File: config.mk
export PLATFORM = sky130hd
export DESIGN_NAME = turn_scheduler
export DESIGN_NICKNAME = d
export VERILOG_FILES = /design/src/rtl/turn_scheduler_pkg.sv /design/src/rtl/player_board.sv /design/src/rtl/turn_scheduler.sv
export SDC_FILE = /design/constraint.sdc
export NUM_CORES = 1
export LEC_CHECK = 0
export ABC_AREA = 0
export BUFFER_PORTS_ARGS = -buffer_cell sky130_fd_sc_hd__buf_2
export CORE_MARGIN = 5
export CORE_UTILIZATION = 30
export DETAILED_ROUTE_END_ITERATION = 8
export GPL_ROUTABILITY_DRIVEN = 0
export HOLD_SLACK_MARGIN = 0.02
export PLACE_DENSITY = 0.51
export SYNTH_ARGS = -nofsm -noshare
export SYNTH_HDL_FRONTEND = slang
export SYNTH_SLANG_ARGS = --single-unit
File: constraint.sdc
create_clock -name clk -period 4.95 [get_ports clk]
set_clock_uncertainty 0.1 [all_clocks]
set_input_delay 0 -clock clk [delete_from_list [all_inputs] [get_ports clk]]
set_output_delay 0 -clock clk [all_outputs]
set_load 0.01 [all_outputs]
File: src/rtl/turn_scheduler_pkg.sv
// rtl/turn_scheduler_pkg.sv - shared constants, state encoding and helpers for the turn scheduler
package turn_scheduler_pkg;

    localparam int GRID_CELLS = 36;
    localparam int MAX_MISSES = 15;

    typedef enum logic [2:0] {
        ST_IDLE    = 3'd0,
        ST_TURN    = 3'd1,
        ST_RESOLVE = 3'd2,
        ST_SWITCH  = 3'd3,
        ST_OVER    = 3'd4
    } state_e;

    function automatic logic onehot36(input logic [GRID_CELLS-1:0] v);
        return (v != '0) && ((v & (v - {{(GRID_CELLS-1){1'b0}}, 1'b1})) == '0);
    endfunction

endpackage

File: src/rtl/player_board.sv
// rtl/player_board.sv - one player's shot grid, miss thermometer and fleet-sunk compare
module player_board
    import turn_scheduler_pkg::*;
(
    input  logic                  clk,
    input  logic                  resetn,
    input  logic                  clear_i,
    input  logic                  shoot_i,
    input  logic [GRID_CELLS-1:0] cell_i,
    input  logic                  miss_i,
    input  logic [GRID_CELLS-1:0] opp_ships_i,
    output logic [GRID_CELLS-1:0] shots_o,
    output logic [MAX_MISSES-1:0] lives_o,
    output logic [MAX_MISSES-1:0] lives_next_o,
    output logic                  sunk_o
);

    logic [GRID_CELLS-1:0] shots_q, shots_d;
    logic [MAX_MISSES-1:0] lives_q, lives_d;

    always_comb begin
        shots_d = shots_q;
        lives_d = lives_q;
        if (clear_i) begin
            shots_d = '0;
            lives_d = '1;
        end else begin
            if (shoot_i) shots_d = shots_q | cell_i;
            if (miss_i)  lives_d = lives_q >> 1;
        end
    end

    always_ff @(posedge clk) begin
        if (!resetn) begin
            shots_q <= '0;
            lives_q <= '1;
        end else begin
            shots_q <= shots_d;
            lives_q <= lives_d;
        end
    end

    // An empty fleet must never count as sunk.
    assign sunk_o       = (opp_ships_i != '0) && ((shots_q & opp_ships_i) == opp_ships_i);
    assign shots_o      = shots_q;
    assign lives_o      = lives_q;
    assign lives_next_o = lives_d;

endmodule

File: src/rtl/turn_scheduler.sv
// rtl/turn_scheduler.sv - two-player battleship turn sequencer sharing one cursor/attack path
module turn_scheduler
    import turn_scheduler_pkg::*;
#(
    parameter int SWITCH_CYCLES = 2,
    parameter int TURN_TIMEOUT  = 10
) (
    input  logic                  clk,
    input  logic                  reset,
    input  logic                  start,
    input  logic                  attack,
    input  logic [GRID_CELLS-1:0] cursor,
    input  logic [GRID_CELLS-1:0] ships_p0,
    input  logic [GRID_CELLS-1:0] ships_p1,
    output logic                  active_player,
    output logic [GRID_CELLS-1:0] shots_p0,
    output logic [GRID_CELLS-1:0] shots_p1,
    output logic [MAX_MISSES-1:0] lives_p0,
    output logic [MAX_MISSES-1:0] lives_p1,
    output logic                  last_hit,
    output logic                  game_over,
    output logic                  winner,
    output logic [2:0]            state
);

    localparam int CNT_W = 8;

    state_e                state_q, state_d;
    logic [CNT_W-1:0]      cnt_q, cnt_d;
    logic                  active_q, active_d;
    logic                  last_hit_q, last_hit_d;
    logic                  game_over_q, game_over_d;
    logic                  winner_q, winner_d;
    logic                  armed_q, armed_d;
    logic                  attack_q;
    logic [GRID_CELLS-1:0] cursor_q;

    logic                  atk_pulse, valid_shot, hit, new_game, resolve_miss;
    logic [GRID_CELLS-1:0] own_shots, opp_ships;
    logic [MAX_MISSES-1:0] lives_next_p0, lives_next_p1, own_lives_next;
    logic                  sunk_p0, sunk_p1, own_sunk;

    assign atk_pulse      = attack & ~attack_q;
    assign own_shots      = active_q ? shots_p1 : shots_p0;
    assign opp_ships      = active_q ? ships_p0 : ships_p1;
    assign own_sunk       = active_q ? sunk_p1 : sunk_p0;
    assign own_lives_next = active_q ? lives_next_p1 : lives_next_p0;
    assign valid_shot     = (state_q == ST_TURN) && atk_pulse && onehot36(cursor)
                            && ((cursor & own_shots) == '0);
    assign hit            = |(cursor_q & opp_ships);
    assign new_game       = (state_q == ST_IDLE) && start;
    assign resolve_miss   = (state_q == ST_RESOLVE) && !hit;

    player_board u_board_p0 (
        .clk          (clk),
        .resetn       (reset),
        .clear_i      (new_game),
        .shoot_i      (valid_shot && !active_q),
        .cell_i       (cursor),
        .miss_i       (resolve_miss && !active_q),
        .opp_ships_i  (ships_p1),
        .shots_o      (shots_p0),
        .lives_o      (lives_p0),
        .lives_next_o (lives_next_p0),
        .sunk_o       (sunk_p0)
    );

    player_board u_board_p1 (
        .clk          (clk),
        .resetn       (reset),
        .clear_i      (new_game),
        .shoot_i      (valid_shot && active_q),
        .cell_i       (cursor),
        .miss_i       (resolve_miss && active_q),
        .opp_ships_i  (ships_p0),
        .shots_o      (shots_p1),
        .lives_o      (lives_p1),
        .lives_next_o (lives_next_p1),
        .sunk_o       (sunk_p1)
    );

    always_comb begin
        state_d     = state_q;
        cnt_d       = cnt_q;
        active_d    = active_q;
        last_hit_d  = last_hit_q;
        game_over_d = game_over_q;
        winner_d    = winner_q;
        armed_d     = armed_q;
        case (state_q)
            ST_IDLE: begin
                if (start) begin
                    state_d     = ST_TURN;
                    cnt_d       = '0;
                    active_d    = 1'b0;
                    last_hit_d  = 1'b0;
                    game_over_d = 1'b0;
                    winner_d    = 1'b0;
                end
            end
            ST_TURN: begin
                cnt_d = cnt_q + 1'b1;
                if (valid_shot) begin
                    state_d = ST_RESOLVE;
                end else if (cnt_q == CNT_W'(TURN_TIMEOUT - 1)) begin
                    state_d = ST_SWITCH;
                    cnt_d   = '0;
                end
            end
            ST_RESOLVE: begin
                last_hit_d = hit;
                cnt_d      = '0;
                if (own_sunk) begin
                    state_d     = ST_OVER;
                    game_over_d = 1'b1;
                    winner_d    = active_q;
                    armed_d     = 1'b0;
                end else if (own_lives_next == '0) begin
                    state_d     = ST_OVER;
                    game_over_d = 1'b1;
                    winner_d    = ~active_q;
                    armed_d     = 1'b0;
                end else if (hit) begin
                    state_d = ST_TURN;
                end else begin
                    state_d = ST_SWITCH;
                end
            end
            ST_SWITCH: begin
                if (cnt_q == CNT_W'(SWITCH_CYCLES - 1)) begin
                    state_d  = ST_TURN;
                    active_d = ~active_q;
                    cnt_d    = '0;
                end else begin
                    cnt_d = cnt_q + 1'b1;
                end
            end
            ST_OVER: begin
                // A held start from the previous game must not relaunch; wait for low-then-high.
                if (!start) armed_d = 1'b1;
                if (armed_q && start) state_d = ST_IDLE;
            end
            default: state_d = ST_IDLE;
        endcase
    end

    always_ff @(posedge clk) begin
        if (!reset) begin
            state_q     <= ST_IDLE;
            cnt_q       <= '0;
            active_q    <= 1'b0;
            last_hit_q  <= 1'b0;
            game_over_q <= 1'b0;
            winner_q    <= 1'b0;
            armed_q     <= 1'b0;
            attack_q    <= 1'b0;
            cursor_q    <= '0;
        end else begin
            state_q     <= state_d;
            cnt_q       <= cnt_d;
            active_q    <= active_d;
            last_hit_q  <= last_hit_d;
            game_over_q <= game_over_d;
            winner_q    <= winner_d;
            armed_q     <= armed_d;
            attack_q    <= attack;
            if (valid_shot) cursor_q <= cursor;
        end
    end

    assign active_player = active_q;
    assign last_hit      = last_hit_q;
    assign game_over     = game_over_q;
    assign winner        = winner_q;
    assign state         = state_q;

endmodule

==> out/metrics.cfg <==
[outcome]
status=finished clean

[timing]
fin_crit_ns=4.50
fin_crit_sh_pct=90.9
max_slew_margin_pct=31.4
hold_viol_final=0
final.setup.worst_slack_ns=0.453
setup_violations=0
grt_setup_unrepaired=no
fin_setup_tns_ns=0
finalMaxSlewViolations=0
worst_pin_slew_ns=1.03
max_freq_mhz=222

[layout]
fin_cells=1557
final_cell_mix=buf_2 (220), dfxtp_1 (154), nor2_1 (129), a21oi_1 (87), mux2_2 (69)
synthToLayoutAreaGrowth_pct=29.6
layout-drive-gt1-share_pct=29.0
final_common_cell=buf_2
n_fill_cell=2819
fin_util_pct=39.4
multi_input_area_um2=4650
seq_area_um2=3110
nets=1314

[die]
ios=221
initial_utilization_pct=30.4
core_area_um2=26900
die_h_um=175
rows=60
die_w_um=175
die_area_um2=30600

[power_and_ir_drop]
pwr-share-seq_pct=43.0
powerDensity_nw_per_um2=275
swShare_pct=25.4
comb_power_share_pct=9.0
intPower_mw=2.17
total_power_mw=2.91
peakVddDrop_mv=0.175
power.leakage_nw=4.60
clkPwrFrac_pct=48.0
p_switching_uw=738

[global_route]
grt_pass1_wl_um=54600
antenna_found_initial=4
grt.total_usage_pct=23.4
grt_max_degree=62
gr-total-overflow=0
grt_pass1_vias=8315

[yosys]
ys_types=68
synth_edf_count=0
yosysWarnings=0
avgSynthCellArea_um2=8.47
ys_seq_elements=155
synthFlopType=dfxtp_1
synth_nets=1078
ys_seq_area_share_pct=38.0
synth_area_um2=8160
ys_async_sr_fraction_pct=0
synthCells=964

[setup_path]
ff2ff_setup_slack_ns=0.45
crit_slowest_cell=or4_2
worstPathArrival_ns=4.76
reg2reg_from=active_player
path_cells=mux2_2 > a22oi_1 > nand4_1 > nor4_1 > o2111ai_1 > or4_2 > nor2_4 > buf_4 > a21oi_1 > nor2_1
crit_type=flop to flop
max_stage_delay_ns=0.94
worstPathMaxFanout=61
worstPathRequired_ns=5.21
endpoint_kind=flop
crit_end=u_board_p0.shots_o[32]
rr_worst_depth=10
start_kind=flop
crit_start=active_player
rr_endpoint=u_board_p0.shots_o[32]

[clocking]
clock_latency_ns=0.43
cts.path.max_buffers=2
numCtsBuffers=17
cts_resized=0
root_buffer=clkbuf_16
clk_pin_slew_worst_paths_ns=0.07
h-tree-depth=4
cts.sinks=155
cts_tree=yes

[drt]
avgViaCountPerCell=5.64
finalWirelength_um=36600
antenna_left=0
drcViolationCount=0
dr.pass1.iters=7
vias=8786
routedWlPerCell_um=23.5
drt-initial-drc-count=1012

[placed_design]
dp_cells=1481
port-buffer-count=220
dp_hpwl_um=28300
post-place-ws_ns=0.566

[worst_hold_path]
min_path_type=input port to flop

[job]
maxCapViolations=0

-- what timing repair did --
action / 4_1_cts / 5_1_grt
endpoints found under the hold margin: 121 / 0
buffers inserted: 0 / 0
hold buffers: 41 / 0
-- per-stage QoR --
step | hold WS, ns | area (um^2)
2_1_floorplan | 0.0273 | 8160
3_3_place_gp | 0.122 | 9550
3_5_place_dp | 0.127 | 9550
4_1_cts | 0.0341 | 10600
5_1_grt | 0.0573 | 10600
6_report | 0.0551 | 10600
-- cells by family (layout without fill, tap and decap cells) --
logic type / after synthesis / in the layout / share of synthesized area [%]
AOI/OAI and AO/OA: 217 / 217 / 17.8
xor gates and xnor gates: 1 / 1 / 0.107
adders and majority gates: 2 / 2 / 0.307
buffers and inverters: 104 / 352 / 5.12
DFF: 155 / 155 / 38.0
muxes: 130 / 130 / 17.0
other: 0 / 4 / 0
and+or+nand+nor: 355 / 355 / 21.7
-- how the worst min path moves through the flow --
stage	start	to	cells after the start
finish	ships_p1[5]	u_board_p0.lives_o[14]	4
global route	ships_p1[5]	u_board_p0.lives_o[14]	4
CTS	ships_p1[5]	u_board_p0.lives_o[14]	4
detailed placement	attack	attack_q	2
global placement	attack	attack_q	2
floorplan	attack	attack_q	1
-- power groups by stage --
| stage | clock network, mW | logic, mW | registers, mW |
|---|---|---|---|
| after floorplan | 0 | 0.0933 | 1.28 |
| after global placement | 0 | 0.231 | 1.28 |
| after detailed placement | 0 | 0.230 | 1.28 |
| after CTS | 1.42 | 0.257 | 1.25 |
| after global routing | 1.48 | 0.277 | 1.25 |
| final | 1.40 | 0.261 | 1.25 |
-- cells in the mapped netlist, types with 2 or more instances --
cell | n | area share, %
a2111oi_0 | 4 | 0.43
a211o_1 | 2 | 0.21
a211oi_1 | 4 | 0.37
a21boi_0 | 2 | 0.18
a21o_1 | 3 | 0.28
a21oi_1 | 87 | 5.3
a221oi_1 | 5 | 0.54
a222oi_1 | 5 | 0.61
a22oi_1 | 36 | 3.3
a31oi_1 | 10 | 0.77
and2_1 | 4 | 0.31
and3_1 | 6 | 0.46
and4_1 | 2 | 0.21
buf_1 | 5 | 0.23
buf_2 | 19 | 1.2
clkbuf_1 | 30 | 1.4
dfxtp_1 | 155 | 38
ha_1 | 2 | 0.31
inv_1 | 48 | 2.2
mux2_2 | 69 | 9.5
mux2i_1 | 61 | 7.5
nand2_1 | 58 | 2.7
nand2b_1 | 25 | 1.9
nand3_1 | 21 | 1.3
nand3b_1 | 2 | 0.18
nand4_1 | 16 | 1.2
nor2_1 | 129 | 5.9
nor2_4 | 2 | 0.28
nor2b_1 | 8 | 0.61
nor3_1 | 15 | 0.92
nor3b_1 | 2 | 0.18
nor4_1 | 34 | 2.6
o2111ai_1 | 13 | 1.4
o211a_1 | 2 | 0.25
o21a_1 | 2 | 0.18
o21ai_0 | 8 | 0.49
o22ai_1 | 10 | 0.77
o311ai_0 | 3 | 0.32
o31a_1 | 2 | 0.21
o31ai_1 | 2 | 0.18
o41ai_1 | 3 | 0.32
or2_1 | 2 | 0.15
or2_2 | 10 | 0.77
or3_1 | 7 | 0.54
or4_1 | 6 | 0.55
-- worst max-delay path: cells and delay by family, from the launching register on --
kind / cells / cell delay (ns)
and+or+nand+nor: 5 / 2.05
AOI/OAI and AO/OA: 3 / 0.62
DFF: 1 / 0.87
buffers and inverters: 1 / 0.33
muxes: 1 / 0.42
-- sequential cells by signal, indices dropped and copies added, names as in the netlist --
name / count
cursor_q: 36
u_board_p0.shots_o: 36
u_board_p1.shots_o: 36
u_board_p0.lives_o: 15
u_board_p1.lives_o: 15
cnt_q: 8
state: 3
active_player: 1
armed_q: 1
attack_q: 1
game_over: 1
last_hit: 1
winner: 1
-- layout make-up --
| cell class | instances | share of cell area [%] |
|---|---|---|
| flip-flops and latches | 155 | 29.4 |
| well taps | 341 | 4.03 |
| inverters | 49 | 1.74 |
| multi-input cells | 705 | 43.9 |
| clock buffers | 20 | 4.32 |
| clock inverters | 11 | 1.50 |
| diodes | 4 | 0.0946 |
| repair buffers | 272 | 15.1 |
-- per-layer routing --
metal	GRT usage, %	vias to the layer above	routed length, um
li1	-	4018	-
met1	32.9	4181	16100
met2	35.1	502	16200
met3	4.28	85	2930
met4	10.1	0	1420
met5	0	-	0
No activity file was read; power rests on OpenSTA's default activity.
